===== src/rtl/uart_tx_arbiter_pkg.sv =====
// Shared types and default sizing for the UART transmit arbiter.
package uart_pkg;

  typedef enum logic [0:0] {
    IDLE = 1'b0,
    LOCK = 1'b1
  } state_t;

  localparam int NREQ_DEF    = 4;
  localparam int DATA_W_DEF  = 8;
  localparam int TIMEOUT_DEF = 64;

endpackage


===== src/rtl/uart_tx_arbiter_if.sv =====
// Requester lanes plus the single transmitter handshake, bundled for the arbiter.
interface uart_tx_arbiter_if
  import uart_pkg::*;
#(
  parameter int NREQ   = NREQ_DEF,
  parameter int DATA_W = DATA_W_DEF
);
  localparam int IDX_W = $clog2(NREQ);

  logic [NREQ-1:0]             req;
  logic [NREQ-1:0][DATA_W-1:0] data;
  logic [NREQ-1:0]             last;
  logic [NREQ-1:0]             ack;
  logic                        tx_valid;
  logic [DATA_W-1:0]           tx_data;
  logic                        tx_ready;
  logic [IDX_W-1:0]            owner;
  logic                        busy;

  modport master (
    output req, data, last, tx_ready,
    input  ack, tx_valid, tx_data, owner, busy
  );

  modport slave (
    input  req, data, last, tx_ready,
    output ack, tx_valid, tx_data, owner, busy
  );

endinterface


===== src/rtl/uart_tx_arbiter_rr_pick.sv =====
// Combinational round-robin selector: first asserted request at or after rr_ptr, wrapping.
module rr_pick
  import uart_pkg::*;
#(
  parameter  int NREQ  = NREQ_DEF,
  localparam int IDX_W = $clog2(NREQ)
) (
  input  logic [NREQ-1:0]  req,
  input  logic [IDX_W-1:0] rr_ptr,
  output logic [IDX_W-1:0] index,
  output logic             any_valid
);

  // Walk from the farthest candidate back to rr_ptr so the nearest hit is written last.
  always_comb begin
    int lane_s;
    lane_s    = 0;
    index     = {IDX_W{1'b0}};
    any_valid = 1'b0;
    for (int i = NREQ - 1; i >= 0; i--) begin
      lane_s = int'(rr_ptr) + i;
      if (lane_s >= NREQ) begin
        lane_s = lane_s - NREQ;
      end else begin
        lane_s = lane_s;
      end
      if (req[lane_s]) begin
        index     = IDX_W'(lane_s);
        any_valid = 1'b1;
      end else begin
        any_valid = any_valid;
      end
    end
  end

endmodule


===== src/rtl/uart_tx_arbiter.sv =====
// Packet-locking round-robin arbiter feeding one UART transmitter from NREQ byte sources.
module uart_tx_arbiter
  import uart_pkg::*;
#(
  parameter int NREQ    = NREQ_DEF,
  parameter int DATA_W  = DATA_W_DEF,
  parameter int TIMEOUT = TIMEOUT_DEF
) (
  input logic              clock,
  input logic              nreset,
  uart_tx_arbiter_if.slave bus
);

  localparam int IDX_W = $clog2(NREQ);
  localparam int CNT_W = $clog2(TIMEOUT);
  localparam logic [CNT_W-1:0] STALL_LIMIT = CNT_W'(TIMEOUT - 1);
  localparam logic [IDX_W-1:0] LAST_IDX    = IDX_W'(NREQ - 1);

  state_t           state_r;
  logic [IDX_W-1:0] owner_r;
  logic [IDX_W-1:0] rr_ptr_r;
  logic [CNT_W-1:0] stall_r;
  logic [IDX_W-1:0] pick_s;
  logic [IDX_W-1:0] next_ptr_s;
  logic             any_s;
  logic             own_req_s;
  logic             own_last_s;

  rr_pick #(.NREQ(NREQ)) u_pick (
    .req       (bus.req),
    .rr_ptr    (rr_ptr_r),
    .index     (pick_s),
    .any_valid (any_s)
  );

  assign own_req_s  = bus.req[owner_r];
  assign own_last_s = bus.last[owner_r];
  assign next_ptr_s = (owner_r == LAST_IDX) ? {IDX_W{1'b0}} : owner_r + IDX_W'(1);

  // Owner's lane is passed straight through while locked so the byte is offered with no added latency.
  always_comb begin
    bus.tx_valid = 1'b0;
    bus.tx_data  = {DATA_W{1'b0}};
    bus.ack      = {NREQ{1'b0}};
    if (state_r == LOCK) begin
      bus.tx_valid     = own_req_s;
      bus.tx_data      = bus.data[owner_r];
      bus.ack[owner_r] = own_req_s & bus.tx_ready;
    end else begin
      bus.tx_valid = 1'b0;
      bus.tx_data  = {DATA_W{1'b0}};
      bus.ack      = {NREQ{1'b0}};
    end
  end

  assign bus.owner = owner_r;
  assign bus.busy  = (state_r == LOCK);

  // Arbitration FSM, round-robin pointer and owner stall counter.
  always_ff @(posedge clock or negedge nreset) begin
    if (!nreset) begin
      state_r  <= IDLE;
      owner_r  <= {IDX_W{1'b0}};
      rr_ptr_r <= {IDX_W{1'b0}};
      stall_r  <= {CNT_W{1'b0}};
    end else begin
      case (state_r)
        IDLE: begin
          if (any_s) begin
            owner_r <= pick_s;
            stall_r <= {CNT_W{1'b0}};
            state_r <= LOCK;
          end else begin
            state_r <= IDLE;
          end
        end
        LOCK: begin
          if (own_req_s) begin
            // Back-pressure keeps req high, so it never counts toward the timeout.
            stall_r <= {CNT_W{1'b0}};
            if (bus.tx_ready && own_last_s) begin
              state_r  <= IDLE;
              rr_ptr_r <= next_ptr_s;
            end else begin
              state_r <= LOCK;
            end
          end else if (stall_r == STALL_LIMIT) begin
            stall_r  <= {CNT_W{1'b0}};
            state_r  <= IDLE;
            rr_ptr_r <= next_ptr_s;
          end else begin
            stall_r <= stall_r + CNT_W'(1);
          end
        end
        default: begin
          state_r <= IDLE;
        end
      endcase
    end
  end

endmodule

===== src/flat_wrapper.sv =====
// flat-port wrapper written by rule: the top's interface ports become plain ports
module uart_tx_arbiter_flat import uart_pkg::*;
#(
  parameter int NREQ    = NREQ_DEF,
  parameter int DATA_W  = DATA_W_DEF,
  parameter int TIMEOUT = TIMEOUT_DEF
)
  (clock, nreset, bus_req, bus_data, bus_last, bus_tx_ready, bus_ack, bus_tx_valid, bus_tx_data, bus_owner, bus_busy);
  uart_tx_arbiter_if #(.NREQ(NREQ), .DATA_W(DATA_W)) bus_i ();
  input logic clock;
  input logic nreset;
  input wire logic [$bits(bus_i.req)-1:0] bus_req;
  input wire logic [$bits(bus_i.data)-1:0] bus_data;
  input wire logic [$bits(bus_i.last)-1:0] bus_last;
  input wire logic [$bits(bus_i.tx_ready)-1:0] bus_tx_ready;
  output wire logic [$bits(bus_i.ack)-1:0] bus_ack;
  output wire logic [$bits(bus_i.tx_valid)-1:0] bus_tx_valid;
  output wire logic [$bits(bus_i.tx_data)-1:0] bus_tx_data;
  output wire logic [$bits(bus_i.owner)-1:0] bus_owner;
  output wire logic [$bits(bus_i.busy)-1:0] bus_busy;
  assign bus_i.req = bus_req;
  assign bus_i.data = bus_data;
  assign bus_i.last = bus_last;
  assign bus_i.tx_ready = bus_tx_ready;
  assign bus_ack = bus_i.ack;
  assign bus_tx_valid = bus_i.tx_valid;
  assign bus_tx_data = bus_i.tx_data;
  assign bus_owner = bus_i.owner;
  assign bus_busy = bus_i.busy;
  uart_tx_arbiter #(.NREQ(NREQ), .DATA_W(DATA_W), .TIMEOUT(TIMEOUT)) u_core (.clock(clock), .nreset(nreset), .bus(bus_i));
endmodule

===== config.mk =====
export PLATFORM = sky130hd
export DESIGN_NAME = uart_tx_arbiter_flat
export DESIGN_NICKNAME = d
export VERILOG_FILES = /design/src/rtl/uart_tx_arbiter_pkg.sv /design/src/rtl/uart_tx_arbiter_if.sv /design/src/rtl/uart_tx_arbiter_rr_pick.sv /design/src/rtl/uart_tx_arbiter.sv /design/src/flat_wrapper.sv
export SDC_FILE = /design/constraint.sdc
export NUM_CORES = 1
export LEC_CHECK = 0
export BUFFER_PORTS_ARGS = -buffer_cell sky130_fd_sc_hd__buf_2
export CAP_MARGIN = 20
export CELL_PAD_IN_SITES_DETAIL_PLACEMENT = 0
export CELL_PAD_IN_SITES_GLOBAL_PLACEMENT = 1
export CORE_UTILIZATION = 28
export DETAILED_ROUTE_END_ITERATION = 16
export PLACE_DENSITY_LB_ADDON = 0.1
export SETUP_SLACK_MARGIN = 0.02
export SLEW_MARGIN = 20
export SYNTH_ARGS = -nofsm -noshare
export SYNTH_HDL_FRONTEND = slang
export SYNTH_SLANG_ARGS = --single-unit

===== constraint.sdc =====
create_clock -name clock -period 1.71 [get_ports clock]
set_clock_uncertainty 0.05 [all_clocks]
set_input_delay 0.171 -clock clock [delete_from_list [all_inputs] [get_ports clock]]
set_output_delay 0.171 -clock clock [all_outputs]
set_load 0.05 [all_outputs]

==> run_results.csv <==
group,metric,value,unit
floorplanning,die-width,63.74,um
cts,cts_buffer_depth,2,
sta,setup_ws,-0.1744,ns
drt,dr.first_iter.drc_count,31,
sta,worst_slew_margin_rel,76.22,%
cts,path_clk_slew,0.05,ns
finish,finalInstanceArea,1750,um2
synth,synth_top_family_by_area,"multiplexers",
grt,busiest_layer,"met2",
setup_path,critPathCapture,"bus_ack[0]",
setup_path,critical_path_arrival,1.66,ns
floorplanning,core,3661,um2
synth,synth_area_leaders,"dfrtp_1 (26%), mux4_2 (19%), and2_1 (7.6%)",
synth,syn_avg_cell_area,9.615,um2
grt,grt_max_degree,12,
drt,vias_per_cell,4.970,
drt,antenna_left,0,
synth,yosys_warnings,0,
finish,final_nets,234,
run,drv_cap,0,
synth,synth_top_area_share,25.79,%
sta,hold_violations,0,
setup_path,startpoint_type,"flip-flop",
floorplanning,dieHeight,63.74,um
power,power_density,1837,nW/um2
setup_path,rrSetupSlack,-0.13,ns
placed_design,hpwl,2437,um
setup_path,crit_path_end_kind,"primary output",
finish,n_antenna_cell,0,
drt,dr.pass1.iters,4,
power,ir_drop,0.5997,mV
grt,met3_usage,2.321,%
sta,finalCritPeriodShare,110.2,%
setup_path,worstPathMaxFanout,4,
grt,grt_antenna_before_repair,0,
setup_path,worstReg2RegStart,"u_core.bus.owner[0]",
placed_design,dpl_cell_area,1533,um2
placed_design,io_buffers,58,
finish,final-seq-area,279.0,um2
setup_path,regToRegEndpoint,"u_core.bus.busy",
finish,num-fill-cells,339,
sta,finalMaxSlewViolations,0,
setup_path,path_cells,"mux4_2 > and3_4 > and2_4 > buf_6",
sta,finalSetupViolations,17,
cts,cts_root_buffer,"clkbuf_8",
setup_path,crit_type,"flip-flop to primary output",
outcome,violations,"negative setup slack",
setup_path,path_buf_inv,1,
synth,synthMuxAreaShare,24.74,%
cts,numCtsBuffers,3,
synth,syn-instance-count,111,
worst_hold_path,min_path_type,"input pin to flip-flop",
sta,fin_crit,1.884,ns
grt,grt_use_met1,20.11,%
synth,synth_area,1067,um2
synth,synth_top_area_cell,"dfrtp_1",
sta,grt_setup_unrepaired,"true",
outcome,status,"finished with violations",
setup_path,cp-startpoint,"u_core.bus.owner[0]",
finish,synthToLayoutAreaGrowth,64.01,%
placed_design,gp_congestion,0.7741,
finish,final_cell_mix,"buf_2 (45), buf_6 (15), buf_4 (15)",
cts,htree_levels,1,
setup_path,cpMaxStageDelayCell,"mux4_2",
setup_path,slowest_delay,0.55,ns
setup_path,worstPathRequired,1.49,ns
synth,synthAdderAreaFrac,5.862,%
cts,clk_latency,0.24,ns
sta,tns,-2.300,ns
cts,cts_sinks,11,
finish,layout_commonest_cell,"buf_2",
synth,synth_cell_types,35,
grt,grt_pass1_wl,4988,um
floorplanning,io_pins,59,
synth,syn_nets,159,
synth,synth_edf_count,0,
synth,ys_async_sr_fraction,100.0,%
grt,overflow,0,
finish,layout-drive-gt1-share,62.70,%
floorplanning,rows,22,
floorplanning,die-area,4063,um2
grt,use_met2,26.73,%
synth,synthFlopType,"dfrtp_1",
synth,synth_xor_area_share,0.8206,%
synth,synthSimpleGateAreaFrac,24.15,%
synth,synth_compound_area_share,14.19,%
finish,utilization,47.81,%
drt,wire_per_inst,13.24,um
drt,vias,1158,
power,p_leak,0.8120,nW
setup_path,worst-path-stages,4,
grt,grt_util_all_layers,15.42,%
synth,ys_seq_area_share,25.79,%
sta,tightest_slew,0.3535,ns
drt,drc,0,
drt,finalWirelength,3085,um
finish,multi_input_area,814.5,um2
sta,max_freq,0.5307,GHz
floorplanning,initial_utilization,29.15,%
grt,grt_pass1_vias,1114,
setup_path,reg2regPathDepth,6,
cts,cts_tree,"done",
setup_path,crit_family,"multiplexers",
synth,ys_ff_latch,11,
-- worst min path at each step --
| stage | from | end | slack (ns) | cells past startpoint |
|---|---|---|---|---|
| floorplan | nreset | u_core.bus.busy | -0.17 | 0 |
| global placement | nreset | u_core.bus.owner[1] | 0.02 | 1 |
| detailed placement | nreset | u_core.bus.owner[1] | 0.02 | 1 |
| CTS | bus_req[0] | u_core.bus.owner[0] | 0.22 | 3 |
| global route | bus_req[0] | u_core.bus.owner[0] | 0.23 | 3 |
| finish | bus_req[0] | u_core.bus.owner[0] | 0.23 | 3 |
-- metal layers --
metal,part of all wire [%],up-vias
li1,-,565
met1,45,550
met2,49,43
met3,5.5,0
met4,0,0
met5,0,-
-- worst reg2reg max path, cell delays in order, from the launching register on --
cell and delay [ns]:
dfrtp_2 0.40, mux4_2 0.55, buf_4 0.17, buf_6 0.13, inv_2 0.06, mux2_4 0.30, a21oi_2 0.11
-- state kept, by name (all words and copies together), names as in the netlist --
name	count
u_core.bus.busy	1
u_core.bus.owner	2
u_core.rr_ptr_r	2
u_core.stall_r	6
-- Yosys cell counts, types with 3 or more instances --
cell	instances
o21ai_0	5
mux4_2	9
nand2_1	10
mux2i_1	5
inv_1	4
ha_1	5
clkbuf_1	4
nand3_1	4
nor4_1	3
and2_1	13
nor2_1	5
dfrtp_1	11
a22o_1	3
-- area by class of cell --
type | instances | share of cell area (%)
clock buffers | 4 | 2.573
inverters | 4 | 0.8578
multi-input cells | 89 | 46.53
flip-flops and latches | 11 | 15.94
well taps | 48 | 3.431
repair buffers | 77 | 30.66
-- report_power, final --
| group | internal, mW | switching, mW | total [mW] |
|---|---|---|---|
| clock network | 0.164 | 0.0969 | 0.261 |
| logic | 1.16 | 1.33 | 2.49 |
| registers | 0.345 | 0.118 | 0.463 |
-- through the flow --
step                hold slack, ns  setup slack [ns]  std cells  power, mW
CTS                         0.2187           -0.1922        231      3.160
global route                0.2276           -0.2324        233      3.419
floorplan                  -0.1746           -0.1040        111      2.037
global placement           0.01526          -0.06330        223      2.546
detailed placement         0.01607          -0.05850        223      2.566
finish                      0.2301           -0.1744        233      3.216
-- what timing repair did --
| action | CTS | global route |
|---|---|---|
| pin swaps | 2 | 2 |
| endpoints found under the hold margin | 11 | 0 |
| setup buffers | 3 | 2 |
| hold buffers | 1 | 0 |
| setup endpoints to repair | 16 | 22 |
| resized for setup | 32 | 3 |
-- logic make-up after synthesis --
kind of cell,after synthesis
xor gates and xnor gates,1
DFF,11
and+or+nand+nor,47
adders and majority gates,5
buffers and inverters,11
muxes,15
AOI/OAI and AO/OA,21
(Power assumes the default switching activity.)
